## config.mk

```make
export PLATFORM = sky130hd
export DESIGN_NAME = xalu_muldiv
export DESIGN_NICKNAME = d
export VERILOG_FILES = /design/src/rtl/xalu_muldiv_pkg.sv /design/src/rtl/xalu_div_iter.sv /design/src/rtl/xalu_muldiv.sv
export SDC_FILE = /design/constraint.sdc
export NUM_CORES = 2
export LEC_CHECK = 0
export ABC_AREA = 1
export ABC_CLOCK_PERIOD_IN_PS = 10300
export BUFFER_PORTS_ARGS = -buffer_cell sky130_fd_sc_hd__buf_2
export CAP_MARGIN = 20
export CORE_ASPECT_RATIO = 1.75
export CORE_UTILIZATION = 50
export DETAILED_ROUTE_END_ITERATION = 12
export PLACE_DENSITY = 0.66
export SYNTH_ARGS = -nofsm -noshare
export SYNTH_HDL_FRONTEND = slang
export SYNTH_SLANG_ARGS = --single-unit
```

## constraint.sdc

```tcl
create_clock -name clk -period 10.3 [get_ports clk]
set_input_delay 2.06 -clock clk [delete_from_list [all_inputs] [get_ports clk]]
set_output_delay 2.06 -clock clk [all_outputs]
set_load 0.01 [all_outputs]
```

## src/rtl/xalu_muldiv_pkg.sv

```systemverilog
// Shared definitions for the XALU multiply/divide unit: op codes, FSM states
// and small operand-conditioning helpers.
package xalu_muldiv_pkg;

  // XALU op codes presented on the op port
  localparam logic [2:0] OP_MULT  = 3'd0;
  localparam logic [2:0] OP_MULTU = 3'd1;
  localparam logic [2:0] OP_DIV   = 3'd2;
  localparam logic [2:0] OP_DIVU  = 3'd3;
  localparam logic [2:0] OP_MUL   = 3'd4;
  localparam logic [2:0] OP_MTHI  = 3'd5;
  localparam logic [2:0] OP_MTLO  = 3'd6;

  // Cycle counter width; covers the 33-cycle divide with margin
  localparam int CNT_W = 6;

  typedef enum logic [1:0] {
    ST_IDLE    = 2'd0,
    ST_MUL     = 2'd1,
    ST_DIV     = 2'd2,
    ST_DIV_FIX = 2'd3
  } state_t;

  // Magnitude of a 32-bit operand; signed ops take the absolute value
  function automatic logic [31:0] mag32(input logic [31:0] v, input logic is_signed);
    if (is_signed && v[31]) begin
      mag32 = 32'd0 - v;
    end else begin
      mag32 = v;
    end
  endfunction

  // 33-bit extension: sign bit for signed ops, zero for unsigned ops
  function automatic logic [32:0] ext33(input logic [31:0] v, input logic is_signed);
    ext33 = {is_signed & v[31], v};
  endfunction

endpackage

```

## src/rtl/xalu_div_iter.sv

```systemverilog
// One radix-2 restoring divide step on magnitudes:
// shift {rem, quot} left one bit, trial-subtract the divisor, keep or restore.
module xalu_div_iter (
  input  logic [31:0] rem_i,
  input  logic [31:0] quot_i,
  input  logic [31:0] dvs_i,
  output logic [31:0] rem_o,
  output logic [31:0] quot_o
);

  logic [32:0] part_s;
  logic [32:0] diff_s;

  // Trial subtraction; rem < divisor keeps the partial remainder below 2*divisor,
  // so bit 32 of the difference is a clean borrow flag.
  always_comb begin
    part_s = {rem_i, quot_i[31]};
    diff_s = part_s - {1'b0, dvs_i};
    if (!diff_s[32]) begin
      rem_o  = diff_s[31:0];
      quot_o = {quot_i[30:0], 1'b1};
    end else begin
      rem_o  = part_s[31:0];
      quot_o = {quot_i[30:0], 1'b0};
    end
  end

endmodule

```

## src/rtl/xalu_muldiv.sv

```systemverilog
// XALU multi-cycle multiply/divide unit. Owns HI/LO, runs mult/multu/mul over
// MUL_CYCLES cycles and div/divu as 32 restoring iterations plus a sign fixup.
module xalu_muldiv
  import xalu_muldiv_pkg::*;
#(
  parameter int MUL_CYCLES = 4,
  parameter int DIV_CYCLES = 33
) (
  input  logic        clk,
  input  logic        resetn,
  input  logic        start,
  input  logic [2:0]  op,
  input  logic [31:0] rs_val,
  input  logic [31:0] rt_val,
  input  logic        flush,
  output logic        busy,
  output logic [31:0] hi,
  output logic [31:0] lo,
  output logic [31:0] mul_result,
  output logic        mul_valid
);

  // Last counter value in each busy phase
  localparam logic [CNT_W-1:0] MUL_LAST = CNT_W'(MUL_CYCLES - 1);
  localparam logic [CNT_W-1:0] DIV_LAST = CNT_W'(DIV_CYCLES - 2);

  state_t            state_q, state_d;
  logic [CNT_W-1:0]  cnt_q, cnt_d;
  logic [32:0]       opa_q, opa_d;       // captured rs_val, sign/zero extended
  logic [32:0]       opb_q, opb_d;       // captured rt_val, sign/zero extended
  logic              is_mul_q, is_mul_d; // MUL writes mul_result instead of HI/LO
  logic [31:0]       rem_q, rem_d;
  logic [31:0]       quot_q, quot_d;
  logic [31:0]       dvs_q, dvs_d;
  logic [31:0]       hi_q, hi_d;
  logic [31:0]       lo_q, lo_d;
  logic [31:0]       mul_result_q, mul_result_d;
  logic              mul_valid_q, mul_valid_d;

  logic [63:0]       mul_a_s, mul_b_s, prod_s;
  logic [31:0]       rem_nx_s, quot_nx_s;
  logic              div_zero_s;
  logic              op_signed_s;

  xalu_div_iter u_div_iter (
    .rem_i  (rem_q),
    .quot_i (quot_q),
    .dvs_i  (dvs_q),
    .rem_o  (rem_nx_s),
    .quot_o (quot_nx_s)
  );

  // Behavioural 33x33 multiply of the captured operands; the multi-cycle MUL
  // state gives the product MUL_CYCLES cycles to settle. Extending to 64 bits
  // keeps the low 64 product bits exact for both signed and unsigned ops.
  always_comb begin
    mul_a_s = {{31{opa_q[32]}}, opa_q};
    mul_b_s = {{31{opb_q[32]}}, opb_q};
    prod_s  = mul_a_s * mul_b_s;
  end

  // Decode of the incoming op's signedness and divide-by-zero of the captured divisor
  always_comb begin
    op_signed_s = (op == OP_MULT) || (op == OP_MUL) || (op == OP_DIV);
    div_zero_s  = (opb_q[31:0] == 32'd0);
  end

  // Next-state and datapath update for the IDLE/MUL/DIV/DIV_FIX sequencer
  always_comb begin
    state_d      = state_q;
    cnt_d        = cnt_q;
    opa_d        = opa_q;
    opb_d        = opb_q;
    is_mul_d     = is_mul_q;
    rem_d        = rem_q;
    quot_d       = quot_q;
    dvs_d        = dvs_q;
    hi_d         = hi_q;
    lo_d         = lo_q;
    mul_result_d = mul_result_q;
    mul_valid_d  = 1'b0;

    case (state_q)
      ST_IDLE: begin
        // start together with flush is dropped entirely
        if (start && !flush) begin
          case (op)
            OP_MULT, OP_MULTU, OP_MUL: begin
              state_d  = ST_MUL;
              cnt_d    = '0;
              opa_d    = ext33(rs_val, op_signed_s);
              opb_d    = ext33(rt_val, op_signed_s);
              is_mul_d = (op == OP_MUL);
            end
            OP_DIV, OP_DIVU: begin
              state_d  = ST_DIV;
              cnt_d    = '0;
              opa_d    = ext33(rs_val, op_signed_s);
              opb_d    = ext33(rt_val, op_signed_s);
              is_mul_d = 1'b0;
              rem_d    = 32'd0;
              quot_d   = mag32(rs_val, op_signed_s);
              dvs_d    = mag32(rt_val, op_signed_s);
            end
            OP_MTHI: begin
              hi_d = rs_val;
            end
            OP_MTLO: begin
              lo_d = rs_val;
            end
            default: begin
              state_d = ST_IDLE;
            end
          endcase
        end else begin
          state_d = ST_IDLE;
        end
      end

      ST_MUL: begin
        cnt_d = cnt_q + CNT_W'(1);
        if (cnt_q == MUL_LAST) begin
          state_d = ST_IDLE;
          if (is_mul_q) begin
            mul_result_d = prod_s[31:0];
            mul_valid_d  = 1'b1;
          end else begin
            hi_d = prod_s[63:32];
            lo_d = prod_s[31:0];
          end
        end else begin
          state_d = ST_MUL;
        end
      end

      ST_DIV: begin
        cnt_d  = cnt_q + CNT_W'(1);
        rem_d  = rem_nx_s;
        quot_d = quot_nx_s;
        if (cnt_q == DIV_LAST) begin
          state_d = ST_DIV_FIX;
        end else begin
          state_d = ST_DIV;
        end
      end

      ST_DIV_FIX: begin
        cnt_d   = cnt_q + CNT_W'(1);
        state_d = ST_IDLE;
        if (div_zero_s) begin
          lo_d = 32'hFFFF_FFFF;
          hi_d = opa_q[31:0];
        end else begin
          // Quotient sign from both operands, remainder sign follows the dividend
          lo_d = (opa_q[32] ^ opb_q[32]) ? (32'd0 - quot_q) : quot_q;
          hi_d = opa_q[32] ? (32'd0 - rem_q) : rem_q;
        end
      end

      default: begin
        state_d = ST_IDLE;
      end
    endcase
  end

  // State and result registers; async reset drops any in-flight operation
  always_ff @(posedge clk or negedge resetn) begin
    if (!resetn) begin
      state_q      <= ST_IDLE;
      cnt_q        <= '0;
      opa_q        <= 33'd0;
      opb_q        <= 33'd0;
      is_mul_q     <= 1'b0;
      rem_q        <= 32'd0;
      quot_q       <= 32'd0;
      dvs_q        <= 32'd0;
      hi_q         <= 32'd0;
      lo_q         <= 32'd0;
      mul_result_q <= 32'd0;
      mul_valid_q  <= 1'b0;
    end else begin
      state_q      <= state_d;
      cnt_q        <= cnt_d;
      opa_q        <= opa_d;
      opb_q        <= opb_d;
      is_mul_q     <= is_mul_d;
      rem_q        <= rem_d;
      quot_q       <= quot_d;
      dvs_q        <= dvs_d;
      hi_q         <= hi_d;
      lo_q         <= lo_d;
      mul_result_q <= mul_result_d;
      mul_valid_q  <= mul_valid_d;
    end
  end

  assign busy       = (state_q != ST_IDLE);
  assign hi         = hi_q;
  assign lo         = lo_q;
  assign mul_result = mul_result_q;
  assign mul_valid  = mul_valid_q;

endmodule

```

==> flow_summary.yaml <==
floorplan:
  rows: 165
  pin_count: 169
  die_area_mm2: 0.118
  dieHeight_um: 453
  die_x_um: 260
  start_util: 0.503
  core_area_mm2: 0.115
synth:
  synthMuxAreaShare: 0
  ys_ff_latch: 268
  synth_simple_gate_area_frac: 0.197
  yosys_warnings: 0
  synth-xor-area-share: 0.0161
  netlist_area_mm2: 0.0581
  synth_cells: 7758
  yosys.area_share.adder: 0.442
  synth_compound_area_frac: 0.0688
  synth_top_family_by_area: "adder cells"
  syn_nets: 9204
  syn_area_per_cell_um2: 7.49
  yosysSeqAreaShare: 0.115
  ys_types: 57
layout:
  fillers: 11300
  final_layout_size_suffix_gt1_frac: 0.0592
  stdcell_count: 9293
  layout_commonest_cell: "inv_1"
  area_growth_pct: 6.40
  final_cell_mix: "inv_1, nand2_1, fa_1"
  nNetsFinal: 9207
sta:
  slew_headroom: 0.142
  fmax_ghz: 0.113
  rsz0062_at_grt: "no"
  hold-worst-slack_ps: 472
  setup-tns-final_ps: 0
  skew_ps: 33.6
  worst_pin_slew_ps: 1270
  fin_crit_sh: 0.859
  fin_crit_ps: 8850
  worst_slack_ps: 1450
  hold_viol_final: 0
  setup_viol: 0
  finalMaxSlewViolations: 0
critical_path:
  crit_path_frequent_cell: "fa_1"
  critPathMaxFanout: 23
  reg2reg_from: "opa_q[22]"
  critPathMaxStageDelay_ps: 910
  path_cells: "buf_4 -> nand2_1 -> inv_1 -> fa_1 -> fa_1 -> inv_1 -> fa_1 -> inv_1 -> fa_1 -> fa_1 -> fa_1 -> fa_1 -> inv_1 -> fa_1 -> inv_1 -> ha_1 -> a21oi_1 -> o21ai_0 -> a21oi_1 -> o21ai_0 -> inv_1 -> nand2_1 -> o21ai_0 -> a21boi_1"
  crit_type: "flip-flop to flip-flop"
  cp-end-kind: "flip-flop"
  worstSetupStartpoint: "opa_q[22]"
  crit_slowest_cell: "dfrtp_1"
  crit_arrival_ps: 9390
  cp-start-kind: "flip-flop"
  cp.required_ps: 10840
  r2r_cells: 24
worst_hold_path:
  hold_depth: 2
  hp-start: "opb_q[26]"
  hold_class: "flip-flop to flip-flop"
grt:
  grt_antenna_before_repair: 11
  grt_remaining_overflow: 0
  grt_max_degree: 119
  grt_pass1_wl_um: 350000
  grtUsageTotal: 0.413
  grt_pass1_vias: 55700
placement:
  placed_cells: 9231
  port_buffers: 168
  place_congestion: 1.12
  place_ws_ps: 1530
  dp_hpwl_um: 197000
clock_tree:
  root_buffer: "clkbuf_16"
  cts.repair.resized: 0
  ctsHoldBuffers: 0
  numCtsBuffers: 31
  htreeDepth: 1
  post_cts_buffers: 0
  clk_pin_slew_worst_paths_ps: 70
  cts_tree: "done"
  insertion_delay_ps: 680
  cts_max_path_buffers: 3
  cts_num_sinks: 268
drt:
  dr_total_vias: 52000
  wl_per_cell_um: 25.5
  drtAntennaViolNets: 0
  drc: 0
  drtPass1Iterations: 8
  vias_per_cell: 5.59
  wl_um: 237000
  first_iter_violations: 4380
job:
  cap_violations: 0
run_status:
  status: "finished, final reports clean"
-- registers in the layout (all words and copies together) (netlist names) --
register	count
mul_result	32
dvs_q	32
opa_q	33
is_mul_q	1
hi	32
quot_q	32
opb_q	33
lo	32
mul_valid	1
state_q	2
rem_q	32
cnt_q	6
-- layer usage --
metal | part of all wire | vias to the layer above | track usage
met3 | 0.078 | 1049 | 0.0808
met2 | 0.48 | 2670 | 0.696
met1 | 0.32 | 25700 | 0.435
met5 | 0.00033 | - | 0
met4 | 0.11 | 14 | 0.376
li1 | - | 22500 | -
-- through the flow --
stage,area (µm²),utilization
4_1_cts,61800,0.536
3_3_place_gp,60600,0.526
3_5_place_dp,60700,0.526
5_1_grt,61800,0.536
6_report,61800,0.536
2_1_floorplan,58100,-
-- worst paths after layout --
check / slack, ps / to
worst max-delay path: 1450 / hi[4]
worst min-delay path: 470 / opb_q[26]
worst max register to register: 1450 / hi[4]
worst min register to register: 470 / opb_q[26]
max in group asynchronous: 6530 / hi[2]
min in group asynchronous: 1450 / quot_q[15]
-- Yosys cell counts (all sizes together) --
cell	instances	area (µm²)
nand3	300	1520
o211ai	14	120
buf	47	295
xor2	78	683
o22a	1	8.76
inv	2091	7850
dfrtp	268	6710
o21a	10	75.1
clkbuf	319	1200
xnor2	28	253
a21boi	16	120
o221ai	7	61.3
nand2	1945	7310
ha	249	3120
o21bai	10	75.1
a21o	10	75.1
o21ai	387	1960
a211oi	5	42.5
a21oi	240	1200
nand4	57	363
o311ai	1	8.76
a2bb2oi	17	149
a22oi	2	15.0
nor4	11	68.8
nor3	55	307
o22ai	2	12.5
o31ai	2	15.0
fa	1126	22500
nor3b	1	7.51
a31oi	9	56.3
nand3b	9	67.6
or2	45	282
and3	4	25.0
clkinv	3	11.3
nor2	389	1500
-- cell families (layout without fill, tap and decap cells) --
group | after synthesis | count (layout)
fa+ha+maj | 1375 | 1375
other cells | 0 | 5
compound gates | 733 | 733
simple gates | 2816 | 2816
xor+xnor | 106 | 106
flops | 268 | 268
buf+inv | 2460 | 2487
-- area by class of cell --
class	count	area, µm²	area share
clock inverters	19	288	0.00466
inverters	2094	7860	0.127
flip-flops and latches	268	6710	0.109
multi-input cells	5030	42100	0.680
repair buffers	336	2170	0.0351
diodes	5	12.5	0.000202
well taps	1503	1880	0.0304
clock buffers	38	832	0.0135
-- critical path: cells and delay by family (launching register included) --
kind	cells	cell delay, ps
fa+ha+maj	9	4610
compound gates	6	1830
buf+inv	7	970
flops	1	910
simple gates	2	400
Power is left out: the tool's default activity adds up to more than one toggle a clock period on the data nets, which glitch-free logic cannot reach.
